**config.mk**
```make
export PLATFORM = sky130hd
export DESIGN_NAME = vec_alu_sequencer_flat
export DESIGN_NICKNAME = d
export VERILOG_FILES = /design/src/rtl/vec_alu_sequencer_if.sv /design/src/rtl/vec_alu_sequencer.sv /design/src/flat_wrapper.sv
export SDC_FILE = /design/constraint.sdc
export NUM_CORES = 2
export LEC_CHECK = 0
export BUFFER_PORTS_ARGS = -buffer_cell sky130_fd_sc_hd__buf_2
export CELL_PAD_IN_SITES_DETAIL_PLACEMENT = 1
export CELL_PAD_IN_SITES_GLOBAL_PLACEMENT = 2
export CORE_ASPECT_RATIO = 0.6
export CORE_MARGIN = 1.5
export CORE_UTILIZATION = 32
export DETAILED_ROUTE_END_ITERATION = 8
export PLACE_DENSITY = 0.77
export REMOVE_ABC_BUFFERS = 1
export SYNTH_ARGS = -nofsm -noshare
export SYNTH_HDL_FRONTEND = slang
export SYNTH_SLANG_ARGS = --single-unit
```
**constraint.sdc**
```tcl
create_clock -name clk -period 3.7 [get_ports clk]
set_clock_uncertainty 0.1 [all_clocks]
set_input_delay 0.74 -clock clk [delete_from_list [all_inputs] [get_ports clk]]
set_output_delay 0.74 -clock clk [all_outputs]
set_load 0.02 [all_outputs]
```
**src/rtl/vec_alu_sequencer_if.sv**
```systemverilog
// Issue/result handshakes and shared scalar ALU connection for the vector ALU sequencer.
// The master side is the surrounding environment (issue stage, consumer and scalar ALU).
interface vec_alu_sequencer_if #(
    parameter int LANES  = 8,
    parameter int LANE_W = 32
);
    localparam int VW = LANES * LANE_W;

    logic              in_valid;
    logic              in_ready;
    logic [2:0]        in_ctrl;
    logic [VW-1:0]     in_a;
    logic [VW-1:0]     in_b;
    logic              flush;

    logic              alu_en;
    logic [2:0]        alu_ctrl;
    logic [LANE_W-1:0] alu_a;
    logic [LANE_W-1:0] alu_b;
    logic [LANE_W-1:0] alu_result;

    logic              out_valid;
    logic              out_ready;
    logic [VW-1:0]     out_result;
    logic              out_zero;
    logic              out_err;

    modport master (
        output in_valid, in_ctrl, in_a, in_b, flush, alu_result, out_ready,
        input  in_ready, alu_en, alu_ctrl, alu_a, alu_b,
               out_valid, out_result, out_zero, out_err
    );

    modport slave (
        input  in_valid, in_ctrl, in_a, in_b, flush, alu_result, out_ready,
        output in_ready, alu_en, alu_ctrl, alu_a, alu_b,
               out_valid, out_result, out_zero, out_err
    );
endinterface

```
**src/rtl/vec_alu_sequencer.sv**
```systemverilog
// Runs one vector ALU operation through a shared scalar ALU, one lane per cycle,
// and returns the assembled vector with zero/error flags.
//
// state | meaning
// IDLE  | ready for a new operation
// RUN   | driving the shared ALU with lane cnt, capturing its result
// DONE  | result presented, waiting for out_ready
module vec_alu_sequencer #(
    parameter int LANES  = 8,
    parameter int LANE_W = 32
) (
    input  logic                  clk,
    input  logic                  rst,
    vec_alu_sequencer_if.slave    bus
);
    localparam int VW = LANES * LANE_W;
    localparam int CW = (LANES > 1) ? $clog2(LANES) : 1;

    typedef enum logic [1:0] {
        IDLE = 2'd0,
        RUN  = 2'd1,
        DONE = 2'd2
    } state_t;

    state_t        state_q, state_d;
    logic [CW-1:0] cnt_q;
    logic [2:0]    ctrl_q;
    logic [VW-1:0] a_q;
    logic [VW-1:0] b_q;
    logic [VW-1:0] res_q;
    logic          err_q;

    logic          accept;
    logic          supported;
    logic          last_lane;

    always_comb begin
        supported = 1'b0;
        case (bus.in_ctrl)
            3'b000, 3'b001, 3'b010, 3'b011, 3'b101: supported = 1'b1;
            default:                                supported = 1'b0;
        endcase
    end

    // flush blocks acceptance even though in_ready is high in IDLE
    assign accept    = bus.in_valid && (state_q == IDLE) && !bus.flush;
    assign last_lane = (cnt_q == CW'(LANES - 1));

    always_ff @(posedge clk or negedge rst) begin
        if (!rst) begin
            state_q <= IDLE;
        end else begin
            state_q <= state_d;
        end
    end

    always_comb begin
        state_d = state_q;
        if (bus.flush) begin
            state_d = IDLE;
        end else begin
            case (state_q)
                IDLE: if (accept) state_d = supported ? RUN : DONE;
                RUN:  if (last_lane) state_d = DONE;
                DONE: if (bus.out_ready) state_d = IDLE;
                default: state_d = IDLE;
            endcase
        end
    end

    always_ff @(posedge clk or negedge rst) begin
        if (!rst) begin
            cnt_q  <= '0;
            ctrl_q <= '0;
            a_q    <= '0;
            b_q    <= '0;
            res_q  <= '0;
            err_q  <= 1'b0;
        end else if (bus.flush) begin
            // result intentionally kept; it is cleared on the next accept
            cnt_q <= '0;
            err_q <= 1'b0;
        end else begin
            case (state_q)
                IDLE: begin
                    if (accept) begin
                        ctrl_q <= bus.in_ctrl;
                        a_q    <= bus.in_a;
                        b_q    <= bus.in_b;
                        res_q  <= '0;
                        cnt_q  <= '0;
                        err_q  <= !supported;
                    end
                end
                RUN: begin
                    res_q[cnt_q*LANE_W +: LANE_W] <= bus.alu_result;
                    cnt_q <= last_lane ? '0 : cnt_q + 1'b1;
                end
                default: ;
            endcase
        end
    end

    always_comb begin
        bus.in_ready = (state_q == IDLE);
        bus.alu_en   = 1'b0;
        bus.alu_ctrl = 3'b000;
        bus.alu_a    = '0;
        bus.alu_b    = '0;
        if (state_q == RUN) begin
            bus.alu_en   = 1'b1;
            bus.alu_ctrl = ctrl_q;
            bus.alu_a    = a_q[cnt_q*LANE_W +: LANE_W];
            bus.alu_b    = b_q[cnt_q*LANE_W +: LANE_W];
        end
    end

    assign bus.out_valid  = (state_q == DONE);
    assign bus.out_result = res_q;
    assign bus.out_zero   = ~|res_q;
    assign bus.out_err    = err_q;

endmodule

```
**src/flat_wrapper.sv**
```systemverilog
// flat-port wrapper written by rule: the top's interface ports become plain ports
module vec_alu_sequencer_flat 
#(
    parameter int LANES  = 8,
    parameter int LANE_W = 32
)
  (clk, rst, bus_in_valid, bus_in_ctrl, bus_in_a, bus_in_b, bus_flush, bus_alu_result, bus_out_ready, bus_in_ready, bus_alu_en, bus_alu_ctrl, bus_alu_a, bus_alu_b, bus_out_valid, bus_out_result, bus_out_zero, bus_out_err);
  vec_alu_sequencer_if #(.LANES(LANES), .LANE_W(LANE_W)) bus_i ();
  input  logic clk;
  input  logic rst;
  input wire logic [$bits(bus_i.in_valid)-1:0] bus_in_valid;
  input wire logic [$bits(bus_i.in_ctrl)-1:0] bus_in_ctrl;
  input wire logic [$bits(bus_i.in_a)-1:0] bus_in_a;
  input wire logic [$bits(bus_i.in_b)-1:0] bus_in_b;
  input wire logic [$bits(bus_i.flush)-1:0] bus_flush;
  input wire logic [$bits(bus_i.alu_result)-1:0] bus_alu_result;
  input wire logic [$bits(bus_i.out_ready)-1:0] bus_out_ready;
  output wire logic [$bits(bus_i.in_ready)-1:0] bus_in_ready;
  output wire logic [$bits(bus_i.alu_en)-1:0] bus_alu_en;
  output wire logic [$bits(bus_i.alu_ctrl)-1:0] bus_alu_ctrl;
  output wire logic [$bits(bus_i.alu_a)-1:0] bus_alu_a;
  output wire logic [$bits(bus_i.alu_b)-1:0] bus_alu_b;
  output wire logic [$bits(bus_i.out_valid)-1:0] bus_out_valid;
  output wire logic [$bits(bus_i.out_result)-1:0] bus_out_result;
  output wire logic [$bits(bus_i.out_zero)-1:0] bus_out_zero;
  output wire logic [$bits(bus_i.out_err)-1:0] bus_out_err;
  assign bus_i.in_valid = bus_in_valid;
  assign bus_i.in_ctrl = bus_in_ctrl;
  assign bus_i.in_a = bus_in_a;
  assign bus_i.in_b = bus_in_b;
  assign bus_i.flush = bus_flush;
  assign bus_i.alu_result = bus_alu_result;
  assign bus_i.out_ready = bus_out_ready;
  assign bus_in_ready = bus_i.in_ready;
  assign bus_alu_en = bus_i.alu_en;
  assign bus_alu_ctrl = bus_i.alu_ctrl;
  assign bus_alu_a = bus_i.alu_a;
  assign bus_alu_b = bus_i.alu_b;
  assign bus_out_valid = bus_i.out_valid;
  assign bus_out_result = bus_i.out_result;
  assign bus_out_zero = bus_i.out_zero;
  assign bus_out_err = bus_i.out_err;
  vec_alu_sequencer #(.LANES(LANES), .LANE_W(LANE_W)) u_core (.clk(clk), .rst(rst), .bus(bus_i));
endmodule
```
== Yosys cells after proc, flatten, opt, wreduce, memory -nomap -nowiden ==
Index checks and enable logic that the tools add are counted.

* Output and inout bits: 328
* Bits of input ports: 552
* Logic and storage cells: 64
* Register bits: 777

* Bitwise operators: 1
* Muxes and demuxes: 21
* Reduce and logical (&&, ||, !) cells: 18
* Shifts and indexed selects: 4
* Add/subtract/negate cells: 2
* Equal/unequal tests: 11

{| class="wikitable"
|+ Operators by type and width
! operator !! number
|-
| 256-bit one-hot mux with 2 select lines || 1
|-
| 256-bit by 9-bit indexed part select with 32-bit output || 2
|-
| 256-bit bitwise mux || 1
|-
| 256-bit two-way mux || 1
|-
| 256-bit OR reduction || 1
|-
| 32-bit by 34-bit variable shift with 256-bit output (first input constant) || 1
|-
| 32-bit by 34-bit indexed part select with 256-bit output || 1
|-
| 32-bit two-way mux || 2
|-
| 8-bit negator with 34-bit output || 1
|-
| 3-bit two-way mux || 4
|-
| 2-bit two-way mux || 5
|-
| 3-bit AND reduction || 3
|-
| 3-bit by 2-bit == test with 1-bit output (second input constant) || 2
|-
| 3-bit == test (second input constant) || 2
|-
| 3-bit by 2-bit != test with 1-bit output (second input constant) || 2
|-
| 2-bit one-hot mux with 3 select lines || 1
|-
| 3-bit one-hot mux with 2 select lines || 1
|-
| 2-bit nonzero test || 3
|-
| 1-bit two-way mux || 5
|-
| 5-bit OR reduction || 1
|-
| 2-bit AND reduction || 2
|-
| 3-bit by 1-bit adder with 3-bit output (second input constant) || 1
|-
| 3-bit by 1-bit == test with 1-bit output (second input constant) || 1
|-
| 1-bit zero test || 3
|-
| 9 further kinds || 10
|}

== Logic depth before layout (Yosys ltp) ==
* Word-level depth: 7
* Depth in mapped cells: 12
* Mapped depth without buffers: 7

== Worst setup path before layout ==
OpenSTA, ideal clock, no wires.

* Path kind: reg-to-reg
* Start point: reg u_core.cnt_q[1]
* End point: reg u_core.res_q[130] (netlist: u_core.bus.out_result[130])
* Buffers on the path: 4
* Period minus slack after synthesis: 2.880 ns
* Path slack: 0.820 ns
* Required time: 3.475 ns
* Arrival time: 2.655 ns
* Stages on the path, launching flop included: 12
* Cells stage by stage: dfrtp_1 > buf_2 > buf_2 > buf_1 > inv_1 > ha_1 > ha_1 > nor2b_1 > and3b_1 > o21a_1 > buf_4 > mux2_2

* Word-level cells in the longest chain between the ends: 4
* Elaborated cells between the ends (all ways): 5

{| class="wikitable"
|+ Ends and longest elaborated chain
! element !! RTL line !! RTL
|-
| start: declaration || vec_alu_sequencer.sv:26 || <nowiki>logic [CW-1:0] cnt_q;</nowiki>
|-
| start signal: assignment || vec_alu_sequencer.sv:97 || <nowiki>cnt_q <= last_lane ? '0 : cnt_q + 1'b1;</nowiki>
|-
| 8-bit negator with 34-bit output (*) || vec_alu_sequencer.sv:96 || <nowiki>res_q[cnt_q*LANE_W +: LANE_W] <= bus.alu_result;</nowiki>
|-
| 32-bit by 34-bit indexed part select with 256-bit output / 32-bit by 34-bit variable shift with 256-bit output (equally long branches) || vec_alu_sequencer.sv:96 ||
|-
| 256-bit bitwise mux (*) || vec_alu_sequencer.sv:96 ||
|-
| 256-bit one-hot mux with 2 select lines (*) || vec_alu_sequencer.sv:84 || <nowiki>case (state_q)</nowiki>
|-
| end signal: indexed assignment || vec_alu_sequencer.sv:96 ||
|-
| end: declaration || vec_alu_sequencer.sv:30 || <nowiki>logic [VW-1:0] res_q;</nowiki>
|}

Every way passes the cells marked *; elsewhere a longest branch is shown, timed or not.
A chain may end at the register's enable or synchronous reset.

== Worst setup path after layout ==
* Start point: reg u_core.res_q[195] (netlist: u_core.bus.out_result[195])
* End point: out bus_out_zero

* Word-level cells in the longest chain between the ends: 2

{| class="wikitable"
|+ Ends and longest elaborated chain
! element !! RTL line !! RTL
|-
| 256-bit OR reduction || vec_alu_sequencer.sv:120 || <nowiki>assign bus.out_zero = ~|res_q;</nowiki>
|-
| 1-bit zero test || vec_alu_sequencer.sv:120 ||
|-
| end: declaration || flat_wrapper.sv:25 || <nowiki>output wire logic [$bits(bus_i.out_zero)-1:0] bus_out_zero;</nowiki>
|}

Every way passes these cells.

==> results by group <==
Run
  – Max-cap check violation count: 0

Detailed routing
  – Metal-1 WL: a little over 60 mm
  – Post-route DRC: 0
  – Drt total wl: ~140 mm
  – Uppermost layer routed: met5
  – DR vias: ~30000
  – Via density: slightly above 5
  – Final ANT Viol Nets: 0
  – Detailed Route Iter0 Violations: ~2200
  – TritonRoute pass-1 iters: 5
  – Wire length on met2: around 62 mm
  – Routed WL per cell: about 24 um
  – Metal3 WL: between 10 and 15 mm

Finish
  – Filler cell count: 12195
  – Post-route cell area: about 0.043 sq mm
  – Commonest non-fill, non-tap cell in the layout: nand2_1
  – Fin cells: 5816
  – Most frequent cells in the layout: nand2_1 (1802), buf_2 (877), dfrtp_1 (774)
  – Share of cells above drive strength 1: 0.291
  – Register area: approximately 0.019 sq mm
  – Nets: around 5000
  – Area Growth Syn to Fin: 26.8%
  – Area of the multi-input gates: roughly 0.013 sq mm
  – Final Core Density: 0.409

GRT
  – Antenna violations before repair: 60
  – First-pass GRT wire length: roughly 210 mm
  – Vias in the first global route: approximately 31000
  – Largest net degree at the start of global routing: between 100 and 150
  – GRT overflow: 0
  – Total GRT Usage: 0.259

Clock network
  – Clock sinks: slightly below 800
  – TritonCTS clock tree: built
  – Clk buf depth: 3
  – Clk_lat worst skew: around 0.69 ns
  – Worst-path clk slew: 0.07 ns
  – CTS buffer count: around 80
  – H-tree depth: 3
  – Clk root buf: clkbuf_16

Critical path
  – CP Class: flip-flop to output port
  – Crit. End Element: output port
  – CP Data Arrival Time: between 2 and 3 ns
  – CP startpoint kind: flip-flop
  – Cell count of the worst reg-to-reg path: 7
  – CP required: 2.86 ns
  – Critical path peak fanout: 3

Floorplanning
  – Die W: ~420 um
  – Rows: 92
  – IO Count: 880
  – Core box area: 0.105 sq mm
  – Die area: ~0.11 sq mm
  – Initial Utilization: 0.322
  – Die height: between 200 and 300 um

Yosys
  – Ys flop type: dfrtp_1
  – Area fraction in compound gates after synthesis: 0.0615
  – Post-Synth Adder-Cell Area: 0.00185
  – Post-Synth XOR/XNOR Area: 0
  – Netlist cell types: 45
  – Post-synthesis simple-gate area fraction: 0.232
  – Async SR Flop Fraction: 1.00
  – Synthesized flop and latch total: 777
  – Share of the synthesized area in the top cell type: 0.576
  – Register area share after synthesis: 0.576
  – Largest family of logic cells by synthesized area: simple AND/OR/NAND/NOR gates
  – Post-synthesis mux area share: 0.0960
  – Top cell type by total area after synthesis: dfrtp_1
  – Synth top area cells: dfrtp_1 (58%), nand2_1 (20%), mux4_2 (8.5%), o2bb2ai_1 (3.3%), buf_2 (1.5%)
  – Mapped cell area: about 0.034 sq mm
  – Synth Instances: roughly 3500
  – Post-synth EDFFs: 0
  – Yosys warning count: 0
  – Mean Syn Cell Area: 9.73 sq um

Timing
  – Slew @ Worst Pin: approximately 1.2 ns
  – Final Hold Fails: 0
  – RSZ-0062 raised after global routing: yes
  – Hold_ws: 0.129 ns
  – Setup ws final: -0.0983 ns
  – Rel. slew slack: 0.184
  – Final Max Tran Viols: 0
  – Fmax: 263 MHz
  – Post-route setup TNS: -0.0983 ns
  – Crit path time final: ~3.8 ns
  – Final setup viols: 1
  – Fin crit share: 1.03

Status
  – Status: complete, but fails checks
  – Violated checks: setup timing

Placed design
  – Pre-CTS setup slack: about 0.43 ns
  – DP Area: approximately 0.04 sq mm
  – Port bufs: a little under 900
  – Placed cells: around 5600
  – RePlAce Congestion: 0.912
  – HPWL after DPL: about 100 mm

Hold path
  – Hold path depth: 3
  – HP Class: primary input to flip-flop

Power
  – Leak pwr: roughly 22 nW
  – Worst IR Drop VDD: between 0.0003 and 0.0004 V
  – Power per cell area: slightly above 500 mW/mm^2
  – Post-layout total power: about 22 mW
==> cells in the mapped netlist (2+ instances only) <==
library cell and count:
ha_1 5, buf_4 17, and4_1 2, mux2_2 12, o21a_1 3, nand4_1 16, buf_2 103, nor2_1 42
inv_1 6, buf_1 3, mux2_1 20, nand2b_1 4, clkbuf_1 96, nor2b_1 4, dfrtp_1 777, nand3_1 30
mux4_2 128, o21ai_1 28, buf_6 6, a22oi_1 2, o221ai_1 2, o21ai_0 68, and2_1 5, o2bb2ai_1 128
nor3_1 3, a21oi_1 66, a22o_1 5, nor4bb_1 2, nand2_1 1803, nor4_1 69
==> registers in the layout (all words and copies together), names as in the netlist <==
register,flops
u_core.a_q,256
u_core.ctrl_q,3
u_core.b_q,256
u_core.cnt_q,3
u_core.state_q,2
u_core.bus.out_result,256
u_core.bus.out_err,1
==> worst paths after layout <==
path	endpoint	from	slack [ns]
max in group asynchronous	u_core.bus.out_result[171]	rst	1.74
min in group asynchronous	u_core.a_q[189]	rst	0.50
max	bus_out_zero	u_core.bus.out_result[195]	-0.1
max reg2reg	u_core.bus.out_result[138]	u_core.cnt_q[2]	0.78
min	u_core.b_q[51]	bus_in_b[51]	0.13
min reg2reg	u_core.a_q[226]	u_core.a_q[226]	0.37
==> power breakdown <==
group | total [mW] | switching [mW] | internal, mW
Sequential | 10.3 | 0.632 | 9.62
Clock | 8.49 | 3.68 | 4.80
Combinational | 3.45 | 2.02 | 1.42
==> per-layer routing <==
layer	vias to the layer above	track usage
met5	-	0.00658
met4	20	0.104
met3	328	0.0902
met2	1015	0.378
met1	15027	0.350
li1	13164	-
==> cell type report <==
cell class,count,area share
clock buffers,117,0.0552
clock inverters,28,0.00733
inverters,7,0.000730
flip-flops and latches,777,0.454
diodes,45,0.00263
multi-input cells,2460,0.313
repair buffers,972,0.126
well taps,1410,0.0412
==> timing repair <==
action / CTS / global route
gates cloned: 0 / 0
gates resized for setup: 10 / 11
hold endpoints to repair: 49 / 0
pin swaps: 4 / 6
hold buffers: 1 / 0
setup endpoints to repair: 1 / 1
setup buffers: 0 / 1
==> critical path, cell delays in order (launching register included) <==
cell     delay [ns]
dfrtp_1        0.42
nor4_2         0.45
nand4_1        0.40
nor4_2         0.51
and4_4         0.35
buf_6          0.14
==> cell families after synthesis <==
logic type | after synthesis
AND/OR/NAND/NOR | 1988
buffers and inverters | 233
flip-flops | 777
AO/OA/AOI/OAI | 307
multiplexers | 160
adder cells (fa/ha/maj) | 5
No activity file was read; power rests on OpenSTA's default activity.
